File: config.mk
export PLATFORM = sky130hd
export DESIGN_NAME = if_fetch_flat
export DESIGN_NICKNAME = d
export VERILOG_FILES = /design/src/rtl/if_fetch_pkg.sv /design/src/rtl/if_fetch_if.sv /design/src/rtl/if_id_reg.sv /design/src/rtl/if_fetch.sv /design/src/flat_wrapper.sv
export SDC_FILE = /design/constraint.sdc
export NUM_CORES = 1
export LEC_CHECK = 0
export CAP_MARGIN = 20
export CORE_MARGIN = 1.5
export CORE_UTILIZATION = 46
export CTS_CLUSTER_SIZE = 28
export DETAILED_ROUTE_END_ITERATION = 8
export GPL_TIMING_DRIVEN = 0
export PLACE_DENSITY = 0.76
export SLEW_MARGIN = 10
export SYNTH_ARGS = -nofsm -noshare
export SYNTH_HDL_FRONTEND = slang
export SYNTH_SLANG_ARGS = --single-unit
File: constraint.sdc
create_clock -name clk -period 1.5 [get_ports clk]
set_input_delay 0.15 -clock clk [delete_from_list [all_inputs] [get_ports clk]]
set_output_delay 0.15 -clock clk [all_outputs]
set_load 0.005 [all_outputs]
File: src/rtl/if_fetch_pkg.sv
// if_fetch_pkg: shared widths, encodings and reset defaults for the fetch stage
package if_fetch_pkg;
  localparam int ADDR_W = 16;
  localparam int INST_W = 16;
  localparam logic RST_ENABLE = 1'b1;
  localparam logic [ADDR_W-1:0] RESET_PC_DEF = 16'h0000;
  localparam logic [INST_W-1:0] NOP_INST_DEF = 16'h0800;
  typedef logic [ADDR_W-1:0] addr_t;
  typedef logic [INST_W-1:0] inst_t;
  typedef struct packed {
    addr_t pc;
    inst_t inst;
  } fetch_word_t;
  // A branch seen in the advancing cycle beats an older pending redirect.
  function automatic addr_t next_fetch_pc(addr_t pc, logic br, addr_t br_addr, logic pend, addr_t redir);
    return br ? br_addr : pend ? redir : pc + addr_t'(1);
  endfunction
endpackage

File: src/rtl/if_fetch_if.sv
// if_fetch_if: instruction-memory read bus between fetch (master) and memory (slave)
interface if_fetch_if;
  import if_fetch_pkg::*;
  logic imem_req;
  addr_t imem_addr;
  logic imem_ack;
  inst_t imem_rdata;
  modport master(output imem_req, imem_addr, input imem_ack, imem_rdata);
  modport slave(input imem_req, imem_addr, output imem_ack, imem_rdata);
endinterface

File: src/rtl/if_id_reg.sv
// if_id_reg: IF/ID output register with hold on stall, load or NOP bubble otherwise
module if_id_reg
  import if_fetch_pkg::*;
#(
  parameter addr_t RESET_PC = RESET_PC_DEF,
  parameter inst_t NOP_INST = NOP_INST_DEF
) (
  input  logic  clk,
  input  logic  rst,
  input  logic  i_stall,
  input  logic  i_load,
  input  addr_t i_pc,
  input  inst_t i_inst,
  output addr_t o_pc,
  output inst_t o_inst,
  output logic  o_valid
);
  addr_t r_pc;
  inst_t r_inst;
  logic r_valid;
  always_ff @(posedge clk) begin
    if (rst == RST_ENABLE) begin
      r_pc <= RESET_PC;
      r_inst <= NOP_INST;
      r_valid <= 1'b0;
    end else if (!i_stall) begin
      r_pc <= i_load ? i_pc : r_pc;
      r_inst <= i_load ? i_inst : NOP_INST;
      r_valid <= i_load;
    end
  end
  assign o_pc = r_pc;
  assign o_inst = r_inst;
  assign o_valid = r_valid;
endmodule

File: src/rtl/if_fetch.sv
// if_fetch: instruction fetch with one-entry stall buffer and deferred branch redirect
module if_fetch
  import if_fetch_pkg::*;
#(
  parameter addr_t RESET_PC = RESET_PC_DEF,
  parameter inst_t NOP_INST = NOP_INST_DEF
) (
  input  logic          clk,
  input  logic          rst,
  input  logic          stall_i,
  input  logic          branch_flag_i,
  input  addr_t         branch_addr_i,
  if_fetch_if.master    imem,
  output addr_t         pc_o,
  output inst_t         inst_o,
  output logic          inst_valid_o,
  output logic          fetch_busy_o
);
  typedef enum logic {FETCH, HOLD} state_t;
  state_t r_state;
  addr_t r_fetch_pc;
  addr_t r_redir_addr;
  logic r_redir_pend;
  fetch_word_t r_buf;
  logic w_req;
  logic w_adv;
  logic w_load;
  fetch_word_t w_word;
  // Request is gated by rst so a reset drops it in the same cycle.
  assign w_req = r_state == FETCH && rst != RST_ENABLE;
  assign w_adv = w_req && imem.imem_ack;
  assign w_load = r_state == HOLD || w_adv;
  assign w_word = r_state == HOLD ? r_buf : {r_fetch_pc, imem.imem_rdata};
  assign imem.imem_req = w_req;
  assign imem.imem_addr = r_fetch_pc;
  assign fetch_busy_o = w_req && !imem.imem_ack;
  always_ff @(posedge clk) begin
    if (rst == RST_ENABLE) begin
      r_state <= FETCH;
      r_fetch_pc <= RESET_PC;
      r_redir_pend <= 1'b0;
      r_redir_addr <= RESET_PC;
      r_buf <= '0;
    end else begin
      if (w_adv) begin
        r_fetch_pc <= next_fetch_pc(r_fetch_pc, branch_flag_i, branch_addr_i, r_redir_pend, r_redir_addr);
        r_redir_pend <= 1'b0;
      end else if (branch_flag_i) begin
        r_redir_pend <= 1'b1;
        r_redir_addr <= branch_addr_i;
      end
      if (w_adv && stall_i) begin
        r_buf <= w_word;
        r_state <= HOLD;
      end else if (r_state == HOLD && !stall_i) begin
        r_state <= FETCH;
      end
    end
  end
  if_id_reg #(
    .RESET_PC(RESET_PC),
    .NOP_INST(NOP_INST)
  ) u_if_id_reg (
    .clk(clk),
    .rst(rst),
    .i_stall(stall_i),
    .i_load(w_load),
    .i_pc(w_word.pc),
    .i_inst(w_word.inst),
    .o_pc(pc_o),
    .o_inst(inst_o),
    .o_valid(inst_valid_o)
  );
endmodule
File: src/flat_wrapper.sv
// flat-port wrapper written by rule: the top's interface ports become plain ports
module if_fetch_flat import if_fetch_pkg::*;
#(
  parameter addr_t RESET_PC = RESET_PC_DEF,
  parameter inst_t NOP_INST = NOP_INST_DEF
)
  (clk, rst, stall_i, branch_flag_i, branch_addr_i, pc_o, inst_o, inst_valid_o, fetch_busy_o, imem_imem_req, imem_imem_addr, imem_imem_ack, imem_imem_rdata);
  if_fetch_if imem_i ();
  input  logic clk;
  input  logic rst;
  input  logic stall_i;
  input  logic branch_flag_i;
  input  addr_t branch_addr_i;
  output addr_t pc_o;
  output inst_t inst_o;
  output logic inst_valid_o;
  output logic fetch_busy_o;
  output wire logic [$bits(imem_i.imem_req)-1:0] imem_imem_req;
  output wire logic [$bits(imem_i.imem_addr)-1:0] imem_imem_addr;
  input wire logic [$bits(imem_i.imem_ack)-1:0] imem_imem_ack;
  input wire logic [$bits(imem_i.imem_rdata)-1:0] imem_imem_rdata;
  assign imem_imem_req = imem_i.imem_req;
  assign imem_imem_addr = imem_i.imem_addr;
  assign imem_i.imem_ack = imem_imem_ack;
  assign imem_i.imem_rdata = imem_imem_rdata;
  if_fetch #(.RESET_PC(RESET_PC), .NOP_INST(NOP_INST)) u_core (.clk(clk), .rst(rst), .stall_i(stall_i), .branch_flag_i(branch_flag_i), .branch_addr_i(branch_addr_i), .imem(imem_i), .pc_o(pc_o), .inst_o(inst_o), .inst_valid_o(inst_valid_o), .fetch_busy_o(fetch_busy_o));
endmodule
* Yosys cells after proc, flatten, opt, wreduce, memory -nomap -nowiden
Cells that the tools add are included.
** Operators by class
- Add/subtract/negate cells :: 1
- Muxes and demuxes :: 6
- Reduce and logical (&&, ||, !) cells :: 12
- Bitwise logic cells :: 4
** Operators by type and width (number)
- $mux W16 :: 3
- $mux W32 :: 1
- $add A16 B1 Y16 const B :: 1
- $logic_and A1 B1 Y1 :: 5
- $not A1 Y1 :: 4
- $reduce_and A2 Y1 :: 2
- $logic_not A1 Y1 :: 2
- $mux W1 :: 2
- $reduce_bool A2 Y1 :: 1
- $reduce_or A2 Y1 :: 1
- $logic_or A1 B1 Y1 :: 1
** Word-level totals
- Bits of input ports :: 37
- Word-level logic and storage cells :: 32
- Register bits after elaboration :: 99
- Output and inout port bits :: 51

* Logic depth before layout (Yosys ltp)
Gate-level depths: netlist of the first run.
- Depth after elaboration :: 5
- Mapped depth :: 7
- Depth with buffers taken out :: 5

* Modules after synthesis
From an unflattened synthesis of the first run, not the netlist that was laid out.
** Unflattened totals
- Cells, all modules :: 518
- Area total of the unflattened synthesis :: 4737.0 µm²
** Modules (own cells, without submodules)
- if_fetch :: area an instance 3329.4 µm², cells each 372, instances 1, seq. area each 1321.3 µm²
- if_id_reg :: area an instance 1407.6 µm², cells each 146, instances 1, seq. area each 660.6 µm²

* Worst setup path before layout of the first run
No wires, ideal clock.
- Path type :: reg-to-reg
- Start point :: register u_core.r_fetch_pc[0], in the netlist u_core.imem.imem_addr[0]
- End point :: register u_core.r_fetch_pc[10], in the netlist u_core.imem.imem_addr[10]
- Data arrival time :: 1.659 ns
- Setup time :: 0.070 ns
- Required time :: 1.430 ns
- Stages on the path, launching flop included :: 6
- Slack :: -0.228 ns
- Clock period less this slack :: 1.728 ns
- Path buffers :: 0
- Cells stage by stage :: dfxtp_1 > ha_1 > nand3_1 > or4_1 > a21o_1 > a21oi_1
** Between the ends
- Word-level cells in the longest chain between the ends :: 3
** Ends and longest elaborated chain
- start, declared :: line if_fetch.sv:21 : addr_t r_fetch_pc;
- start signal, assigned :: line if_fetch.sv:46 : r_fetch_pc <= next_fetch_pc(r_fetch_pc, branch_flag_i, branch_addr_i, r_redir_pend, r_redir_addr);
- $add A16 B1 Y16 :: line if_fetch_pkg.sv:16 : return br ? br_addr : pend ? redir : pc + addr_t'(1);
- $mux W16 (2 in a row) :: line if_fetch_pkg.sv:16
No other way between the ends.
A chain may end at the register's enable or synchronous reset.

* Worst setup path after layout of the first run
- Start point :: register u_core.r_fetch_pc[9], in the netlist u_core.imem.imem_addr[9]
- End point :: register u_core.r_fetch_pc[13], in the netlist u_core.imem.imem_addr[13]
The elaborated chain is that of the path after synthesis.

==> results by group, run 1 <==
STA
  • Final setup violation count: 6
  • Min setup slack post-route: -0.0788 ns
  • Setup TNS: -0.204 ns
  • Clock Skews: 0.0115 ns
  • Fin. Hold Viols: 0
  • Worst Max-Slew Pin Slew: 0.648 ns
  • Slew Viols, Final: 0
  • Final min period: 1.58 ns
  • Slew headroom: 0.568
  • Final period utilization: 1.05
  • RSZ-0062 raised after global routing: true
  • Fmax achieved: around 0.63 GHz

Yosys
  • Sequential cell area fraction in the yosys report: 0.465
  • Multiplexer share of the synthesized area: 0.0801
  • Synth Flop Type: dfxtp_1
  • Net Count, Synth: 524
  • Mapped Cells: 486
  • Compound-gate portion of the synthesized area: 0.221
  • Seq cells post-synth: between 90 and 100
  • XOR/XNOR Fraction of Synth Area: 0.00822
  • Post-synth cell types: 52
  • Async SR Flop Fraction: 0
  • Synth area leaders: dfxtp_1, nand2_1, mux2i_1, a21oi_1, o21ai_0
  • Main combinational cell family by area after synthesis: compound AO/OA/AOI/OAI gates
  • Avg Inst Size Synth: 8.77 µm²
  • Cell taking the most area after synthesis: dfxtp_1
  • Post-Synthesis Cell Area: 4260 µm²
  • Area share of the largest cell type after synthesis: 0.465
  • Synth warn: 0
  • Number of flops mapped to enable cells by yosys: 0
  • Post-Synth Adder-Cell Area: 0.00294
  • Post-Synth Simple-Gate Area: 0.171

Routing
  • DRT antenna net count: 0
  • Starting DRT DRC Count: 297
  • Routed vias/inst: ~5.7
  • Residual DRC count: 0
  • Routed WL per cell: 17.0 µm
  • Routed via count: 4,147
  • First-pass DRT Iterations: 5
  • Detailed Route WL: 12,200 µm

Finish
  • Commonest non-fill, non-tap cells in the layout: nand2_1, dfxtp_1, clkdlybuf4s50_1
  • Area grow syn2layout: 39.5%
  • NumNets Final: ~650
  • Commonest non-fill, non-tap cell in the layout: nand2_1
  • Antenna cells: 0
  • Finished Layout Cells: a little over 700
  • Layout cells sized above 1: 0.199

Pwr
  • Peak VDD IR: just under 600 µV
  • Leakage: roughly 2.2 nW
  • P per Cell Area: between 900 and 1000 nW/µm²
  • Overall power: 5.45 mW

Floorplan
  • Die H: 99.3 µm
  • Initial Util: 0.482
  • Chip width: ~100 µm
  • Die ar.: between 9000 and 10,000 µm²
  • I/O pin count: around 90
  • Core Rows: 34
  • Core ar.: 8850 µm²

Setup path
  • Critical path class: reg2reg
  • R2r setup slk: -0.08 ns
  • Worst Path Max Fanout: 6
  • Critical Path Source Type: flop
  • CP Capture Type: flop
  • Critical path arrival: 1.89 ns
  • Worst EP required: 1.81 ns

Global routing
  • Vias in the first global route: 3,961
  • First-pass GRT wire length: between 15,000 and 20,000 µm
  • Total gr overflow: 0
  • All-Layer GR Usage: 0.241
  • Antenna violations before repair: 0
  • Largest net degree at the start of global routing: 19

Placement
  • Routability cong.: 0.839
  • PortBufs: 87
  • Hpwl dp: 8210 µm
  • Post-Place Cells: 681

Clock tree
  • CTS H-tree lvls: 3
  • CTS sink count: 99
  • Hold_buf cts: 0
  • Clk slew on worst S/H paths: 0.10 ns
  • CTS buffer count: 9
  • TritonCTS clock tree: yes
  • Clock Latency Late Sink: 0.37 ns
  • Root buf cell: clkbuf_8
  • CTS max path bufs: 2

Outcome
  • Failing checks: setup timing
  • Status: finished, violations left

Flow run
  • Max_cap viols: 0

Hold path
  • Hold Crit Class: in2reg
power by group:
group          internal [mW]  switching (mW)  total (mW)
clock network          0.684           0.985        1.67
logic                  0.477           0.443       0.920
registers               2.75           0.105        2.86
path summary, 6_finish.rpt:
path	from	endpoint	depth (start not counted)
worst max-delay path	u_core.imem.imem_addr[9]	u_core.imem.imem_addr[13]	4
worst min-delay path	branch_flag_i	u_core.r_redir_pend	3
worst max register to register	u_core.imem.imem_addr[9]	u_core.imem.imem_addr[13]	4
worst min register to register	u_core.u_if_id_reg.o_valid	u_core.u_if_id_reg.o_valid	2
routing by layer:
layer  track usage  routed length (µm)  up-vias
li1              -                   -     1986
met1         0.311                5310     1969
met2         0.409                5980      156
met3        0.0372                 668       36
met4        0.0899                 284        0
met5             0                   0        -
Yosys cell counts, types with 6 or more instances:
| cell | number |
|---|---|
| a22o_1 | 12 |
| a21oi_1 | 43 |
| o21ai_0 | 28 |
| nand2_1 | 94 |
| buf_4 | 7 |
| nor4_1 | 6 |
| a211oi_1 | 18 |
| mux2i_1 | 33 |
| nor2_1 | 24 |
| nand3_1 | 6 |
| buf_2 | 10 |
| a32o_1 | 7 |
| dfxtp_1 | 99 |
| clkbuf_1 | 21 |
| inv_1 | 8 |
timing repair:
item	in CTS	in global routing
setup endpoints to repair	93	68
gates resized for setup	55	59
pin swaps	7	5
gates cloned	2	1
setup buffers	15	9
per-stage QoR:
stage / area (µm²) / util / hold WS, ns / worst slack, ns
3_3_place_gp: 5310 / 0.600 / 0.434 / -0.802
5_1_grt: 5950 / 0.672 / 0.356 / -0.143
3_5_place_dp: 5310 / 0.600 / 0.434 / -0.805
4_1_cts: 5750 / 0.650 / 0.316 / -0.0529
2_1_floorplan: 4310 / - / 0.260 / -0.00135
6_report: 5950 / 0.672 / 0.331 / -0.0788
cells by family (layout without fill, tap and decap cells):
family | Yosys count | count (layout)
mux | 34 | 34
compound gates | 144 | 144
xor+xnor | 4 | 4
simple gates | 157 | 158
buf+inv | 47 | 174
flops | 99 | 99
fa+ha+maj | 1 | 1
worst max-delay path: stages (launching register included):
cell and delay [ns]:
dfxtp_4 0.40, nand4_1 0.19, or4_4 0.55, o32ai_4 0.27, a21o_1 0.11
layout make-up:
| class | instances | area (µm²) |
|---|---|---|
| Buffer | 37 | 287 |
| Clock buffer | 10 | 138 |
| Clock inverter | 6 | 56.3 |
| Fill cell | 706 | 2900 |
| Inverter | 8 | 30.0 |
| Multi-Input combinational cell | 341 | 2220 |
| Sequential cell | 99 | 2020 |
| Tap cell | 108 | 135 |
| Timing Repair Buffer | 113 | 1060 |
registers in the layout (all words and copies together), names as in the netlist:
| name | count |
|---|---|
| u_core.imem.imem_addr | 16 |
| u_core.r_buf | 32 |
| u_core.r_redir_addr | 16 |
| u_core.r_redir_pend | 1 |
| u_core.r_state | 1 |
| u_core.u_if_id_reg.o_inst | 16 |
| u_core.u_if_id_reg.o_pc | 16 |
| u_core.u_if_id_reg.o_valid | 1 |
(Power assumes the default switching activity.)
==> run 2: changes to the inputs <==
==> constraint.sdc (replaced) <==
create_clock -name clk -period 1.5 [get_ports clk]
set_input_delay 0.15 -clock clk [delete_from_list [all_inputs] [get_ports clk]]
set_output_delay 0.15 -clock clk [all_outputs]
set_load 0.1 [all_outputs]
==> results by group, run 2 (same netlist as run 1, synthesis figures left out) <==
Outcome
  • Status: finished, violations left
  • Failing checks: setup timing

Pwr
  • Leakage: 2.21 nW (+1.9%)
  • P per Cell Area: 993 nW/µm² (+8.5%)
  • Peak VDD IR: 623 µV (+6.8%)

Setup path
  • Critical path arrival: 1.83 ns (-0.06 ns)
  • R2R cell count: 5 (+1)
  • Worst Path Max Fanout: 5 (-1)
  • Worst EP required: 1.81 ns (about the same)
  • CP Capture Type: flop
  • Slowest stage delay, CP: 0.46 ns (-0.09 ns)
  • Critical-path top delay cell: o41ai_1
  • Chain of cells forming the critical path: buf_8 > nand4_4 > buf_6 > o41ai_1 > a32o_1
  • Critical path class: reg2reg
  • Critical Path Source Type: flop

Clock tree
  • CTS H-tree lvls: 3 (unchanged)
  • CTS buffer count: 9 (unchanged)
  • CTS max path bufs: 2 (unchanged)
  • Clock Latency Late Sink: 0.37 ns (about the same)
  • CTS sink count: 99 (unchanged)
  • Clk slew on worst S/H paths: 0.10 ns (about the same)
  • Root buf cell: clkbuf_8
  • TritonCTS clock tree: yes

Finish
  • Area grow syn2layout: 42.9%
  • Commonest non-fill, non-tap cells in the layout: nand2_1, dfxtp_1, clkdlybuf4s15_2
  • Max FFs per register: 32 (unchanged)
  • Finished Layout Cells: 719 (-0.42%)
  • NumNets Final: 644 (-0.46%)
  • Finished Cell Area: 6090 µm² (+2.4%)
  • Commonest non-fill, non-tap cell in the layout: nand2_1
  • Biggest register: u_core.r_buf
  • Antenna cells: 0 (unchanged)
  • Layout cells sized above 1: 0.298 (+0.0992)
  • Core Util, Final: 0.688 (+0.0161)

Floorplan
  • Core ar.: 8850 µm² (unchanged)
  • Initial Util: 0.482 (unchanged)
  • Die ar.: 9850 µm² (unchanged)
  • Die H: 99.3 µm (unchanged)
  • Chip width: 99.3 µm (unchanged)
  • I/O pin count: 88 (unchanged)
  • Core Rows: 34 (unchanged)

Hold path
  • Hold Crit Class: in2reg
  • Hold depth: 3 (unchanged)

STA
  • RSZ-0062 raised after global routing: true
  • Hold WS: 0.347 ns (+0.0159 ns)
  • Fmax achieved: 0.658 GHz (+3.9%)
  • Worst Max-Slew Pin Slew: 0.717 ns (+0.0686 ns)
  • Final setup violation count: 4 (-2)
  • Final min period: 1.52 ns (-0.0591 ns)
  • Clock Skews: 0.0103 ns (-0.00123 ns)
  • Final period utilization: 1.01 (-0.0394)
  • Slew headroom: 0.522 (-0.0457)
  • Fin. Hold Viols: 0 (unchanged)
  • Slew Viols, Final: 0 (unchanged)
  • Setup TNS: -0.0435 ns (+0.161 ns)
  • Min setup slack post-route: -0.0197 ns (+0.0591 ns)

Routing
  • Residual DRC count: 0 (unchanged)
  • Routed via count: 4,173 (+0.63%)
  • Starting DRT DRC Count: 168 (-43%)
  • First-pass DRT Iterations: 5 (unchanged)
  • Routed vias/inst: 5.80 (+1.0%)
  • DRT antenna net count: 0 (unchanged)
  • Detailed Route WL: 12,200 µm (-0.73%)
  • Routed WL per cell: 16.9 µm (-0.31%)

Placement
  • Hpwl dp: 8150 µm (-0.71%)
  • Area post-placement: 5410 µm² (+1.9%)
  • Routability cong.: 0.846 (+0.88%)
  • Post-Place Cells: 681 (unchanged)
  • PortBufs: 87 (unchanged)

Global routing
  • Total gr overflow: 0 (unchanged)
  • Vias in the first global route: 3,762 (-5.0%)
  • All-Layer GR Usage: 0.235 (-0.00623)
  • First-pass GRT wire length: 18,600 µm (-3.0%)
  • Largest net degree at the start of global routing: 18 (-1)
  • Antenna violations before repair: 0 (unchanged)

Flow run
  • Max_cap viols: 0 (unchanged)
run 2: cell types whose count changed in the layout (fill, tap and decap cells not counted), sizes merged:
| cell | before | now |
|---|---|---|
| dlymetal6s2s | 2 | 0 |
| clkinvlp | 1 | 0 |
| dlygate4sd2 | 5 | 2 |
| inv | 11 | 12 |
| clkinv | 2 | 1 |
| buf | 48 | 55 |
| clkdlybuf4s15 | 0 | 35 |
| clkdlybuf4s18 | 0 | 4 |
| clkdlybuf4s50 | 77 | 34 |
| clkbuf | 28 | 29 |
| nand4 | 4 | 3 |
run 2: final cells by class:
class | instances | area (µm²)
clock buffer | 11 | 163
inverter | 8 | 30.0
fill | 666 | 2760
timing repair buffer | 110 | 1080
sequential | 99 | 2030
multi-input combinational | 340 | 2300
buffer | 38 | 313
clock inverter | 5 | 37.5
tap | 108 | 135
run 2: metrics by stage:
stage | worst slack (ns) | power, mW
finish | -0.0197 | 6.05
global route | -0.0934 | 6.26
CTS | -0.0127 | 5.98
detailed placement | -1.34 | 4.27
global placement | -1.32 | 4.25
floorplan | -0.185 | 3.87
run 2: routing by layer:
metal / global-route usage / share of wire / up-vias
met2: 0.383 / 0.48 / 160
met3: 0.0401 / 0.059 / 32
met1: 0.311 / 0.43 / 2003
met5: 0 / 0 / -
li1: - / - / 1978
met4: 0.0943 / 0.027 / 0
run 2: repair_timing:
item	CTS	global route
setup endpoints to repair	136	93
pin swaps	5	6
buffers inserted	13	8
cloned	1	1
hold buffers	0	0
gates resized for setup	208	82
run 2: worst paths after layout:
path                                                 start                         end  slack (ns)
worst max-delay path              u_core.imem.imem_addr[3]    u_core.imem.imem_addr[5]       -0.02
worst min-delay path                   imem_imem_rdata[13]            u_core.r_buf[13]        0.35
worst max register to register    u_core.imem.imem_addr[3]    u_core.imem.imem_addr[5]       -0.02
worst min register to register  u_core.u_if_id_reg.o_valid  u_core.u_if_id_reg.o_valid        0.45
run 2: power by group:
| group | internal [mW] | switching [mW] | total, mW | leakage [nW] |
|---|---|---|---|---|
| logic | 0.455 | 0.996 | 1.45 | 1.28 |
| clock network | 0.767 | 0.973 | 1.74 | 0.106 |
| registers | 2.75 | 0.112 | 2.86 | 0.818 |
run 2: critical path: cells and delay by family (launching register included):
family | cells | cell delay, ns
AO/OA/AOI/OAI | 2 | 0.65
flip-flops | 1 | 0.36
buffers and inverters | 2 | 0.28
AND/OR/NAND/NOR | 1 | 0.16
==> run 3: changes to the inputs <==
--- a/config.mk
+++ b/config.mk
@@ -5,13 +5,14 @@
 export SDC_FILE = /design/constraint.sdc
 export NUM_CORES = 1
 export LEC_CHECK = 0
+export ABC_CLOCK_PERIOD_IN_PS = 1600
 export CAP_MARGIN = 20
 export CORE_MARGIN = 1.5
-export CORE_UTILIZATION = 46
+export CORE_UTILIZATION = 50
 export CTS_CLUSTER_SIZE = 28
 export DETAILED_ROUTE_END_ITERATION = 8
-export GPL_TIMING_DRIVEN = 0
-export PLACE_DENSITY = 0.76
+export GPL_TIMING_DRIVEN = 1
+export PLACE_DENSITY = 0.78
 export SLEW_MARGIN = 10
 export SYNTH_ARGS = -nofsm -noshare
 export SYNTH_HDL_FRONTEND = slang
==> constraint.sdc (replaced) <==
create_clock -name clk -period 1.6 [get_ports clk]
set_input_delay 0.16 -clock clk [delete_from_list [all_inputs] [get_ports clk]]
set_output_delay 0.16 -clock clk [all_outputs]
set_load 0.1 [all_outputs]
==> results by group, run 3 (same netlist as run 1, synthesis figures left out) <==
Outcome
  • Status: completed

Pwr
  • P per Cell Area: 935 nW/µm² (-5.9%)
  • Switching power: 1.90 mW (-8.9%)
  • Peak VDD IR: 786 µV (+26%)
  • Overall power: 5.88 mW (-2.8%)
  • Comb pwr share: 0.250 (+0.010)
  • Leakage: 2.28 nW (+3.4%)
  • Clk network pwr share: 0.286 (-0.002)
  • Switching Fraction: 0.322 (-0.0217)
  • Sequential share of power: 0.463 (-0.009)
  • Power Internal: 3.99 mW (+0.43%)

Global routing
  • All-Layer GR Usage: 0.258 (+0.0234)
  • Vias in the first global route: 3,777 (+0.40%)
  • Total gr overflow: 0 (unchanged)
  • First-pass GRT wire length: 18,300 µm (-1.7%)
  • Antenna violations before repair: 0 (unchanged)
  • Largest net degree at the start of global routing: 36 (+18)

Routing
  • Residual DRC count: 0 (unchanged)
  • Starting DRT DRC Count: 201 (+20%)
  • DRT antenna net count: 0 (unchanged)
  • Detailed Route WL: 11,200 µm (-7.9%)
  • Routed vias/inst: 5.79 (-0.19%)
  • Routed WL per cell: 16.1 µm (-4.7%)
  • First-pass DRT Iterations: 5 (unchanged)
  • Routed via count: 4,026 (-3.5%)

STA
  • Setup TNS: 0 ns (+0.0435 ns)
  • Final min period: 1.57 ns (+0.0467 ns)
  • Final period utilization: 0.979 (-0.0342)
  • Slew headroom: 0.561 (+0.0389)
  • Worst Max-Slew Pin Slew: 0.659 ns (-0.0583 ns)
  • Final setup violation count: 0 (-4)
  • Min setup slack post-route: 0.0336 ns (+0.0533 ns)
  • Fin. Hold Viols: 0 (unchanged)
  • Slew Viols, Final: 0 (unchanged)
  • Fmax achieved: 0.638 GHz (-3.0%)
  • Clock Skews: 0.0142 ns (+0.00390 ns)

Setup path
  • Worst EP required: 1.90 ns (+0.09 ns)
  • Critical path arrival: 1.86 ns (+0.03 ns)
  • Chain of cells forming the critical path: nand4_4 > buf_4 > or4_4 > a21o_1 > a21oi_1
  • Critical-path top delay cell: or4_4
  • CP Capture Type: flop
  • Critical path class: reg2reg
  • Slowest stage delay, CP: 0.49 ns (+0.03 ns)
  • Reg-to-reg critical path startpoint: u_core.imem.imem_addr[7]
  • Critical Path Source Type: flop
  • Worst Path Max Fanout: 6 (+1)
  • CP Launch Point: u_core.imem.imem_addr[7]

Clock tree
  • CTS sink count: 99 (unchanged)
  • CTS H-tree lvls: 3 (unchanged)
  • Clock Latency Late Sink: 0.36 ns (about the same)
  • CTS buffer count: 9 (unchanged)
  • Clk slew on worst S/H paths: 0.10 ns (about the same)
  • Root buf cell: clkbuf_8
  • CTS max path bufs: 2 (unchanged)
  • TritonCTS clock tree: yes

Finish
  • Layout cells sized above 1: 0.241 (-0.0572)
  • Max FFs per register: 32 (unchanged)
  • Antenna cells: 0 (unchanged)
  • Biggest register: u_core.r_buf
  • Commonest non-fill, non-tap cell in the layout: nand2_1
  • Area grow syn2layout: 47.6%
  • NumNets Final: 623 (-3.3%)
  • Commonest non-fill, non-tap cells in the layout: nand2_1, dfxtp_1, buf_12

Floorplan
  • Initial Util: 0.519 (+0.0370)
  • Core Rows: 33 (-2.9%)
  • I/O pin count: 88 (unchanged)
  • Core ar.: 8220 µm² (-7.1%)
  • Die ar.: 9090 µm² (-7.8%)
  • Die H: 95.3 µm (-4.0%)
  • Chip width: 95.3 µm (-4.0%)

Placement
  • PortBufs: 87 (unchanged)
  • Setup WS pre-CTS: -0.262 ns (+1.08 ns)
  • Routability cong.: 0.860 (+1.6%)
  • Hpwl dp: 8130 µm (-0.28%)

Flow run
  • Max_cap viols: 0 (unchanged)

Hold path
  • Worst min-delay path startpoint: rst
  • Hold Crit Class: in2reg
## run 3: cell count changes in the layout (fill, tap and decap cells not counted), sizes merged
cell / change
clkdlybuf4s15: -35
dlygate4sd2: -2
clkdlybuf4s50: +1
clkbuf: -17
inv: -3
buf: +37
clkdlybuf4s18: -4
clkinvlp: +1
bufinv: +1
## run 3: cell type report
cell class / instances / area, µm²
Clock buffer: 12 / 156
Tap cell: 105 / 131
Multi-Input combinational cell: 340 / 2160
Inverter: 8 / 30.0
Timing Repair Buffer: 127 / 1730
Sequential cell: 99 / 2030
Clock inverter: 4 / 55.1
Fill cell: 557 / 1920
## run 3: metal layers
| layer | GRT usage | routed length, µm | share of wire | up-vias |
|---|---|---|---|---|
| met3 | 0.0534 | 735 | 0.066 | 14 |
| met5 | 0 | 0 | 0 | - |
| li1 | - | - | - | 1943 |
| met4 | 0.0709 | 136 | 0.012 | 0 |
| met1 | 0.343 | 4890 | 0.44 | 1910 |
| met2 | 0.424 | 5430 | 0.49 | 159 |
## run 3: power by group through the flow
stage	logic (mW)	registers, mW	clock network (mW)
floorplan	0.408	3.22	0
global placement	1.43	2.77	0
detailed placement	1.46	2.78	0
CTS	1.46	2.72	1.71
global route	1.54	2.74	1.79
finish	1.47	2.73	1.69
## run 3: final timing paths
path                                    end  slack [ns]  cells after the start
hold reg to reg            u_core.r_buf[19]        0.46                      2
setup / recovery  u_core.imem.imem_addr[10]        0.03                      5
hold / removal    u_core.imem.imem_addr[15]        0.29                      3
setup reg to reg  u_core.imem.imem_addr[10]        0.03                      5
## run 3: what timing repair did
item,4_1_cts,5_1_grt
setup buffers,0,1
pin swaps,0,4
resized for setup,1,5
setup endpoints to repair,5,11
hold buffers,0,0
## run 3: through the flow
| step | util | hold slack [ns] | std cells | instance area, µm² |
|---|---|---|---|---|
| after floorplan | - | 0.270 | 486 | 4410 |
| after global placement | 0.736 | 0.441 | 678 | 6050 |
| after detailed placement | 0.736 | 0.446 | 678 | 6050 |
| after CTS | 0.762 | 0.243 | 694 | 6260 |
| after global routing | 0.766 | 0.297 | 695 | 6290 |
| final | 0.766 | 0.287 | 695 | 6290 |
## run 3: critical path, delay by kind of cell, from the launching register on
family,cells,cell delay [ns]
AND/OR/NAND/NOR,2,0.62
AO/OA/AOI/OAI,2,0.28
buffers and inverters,1,0.18
flip-flops,1,0.42
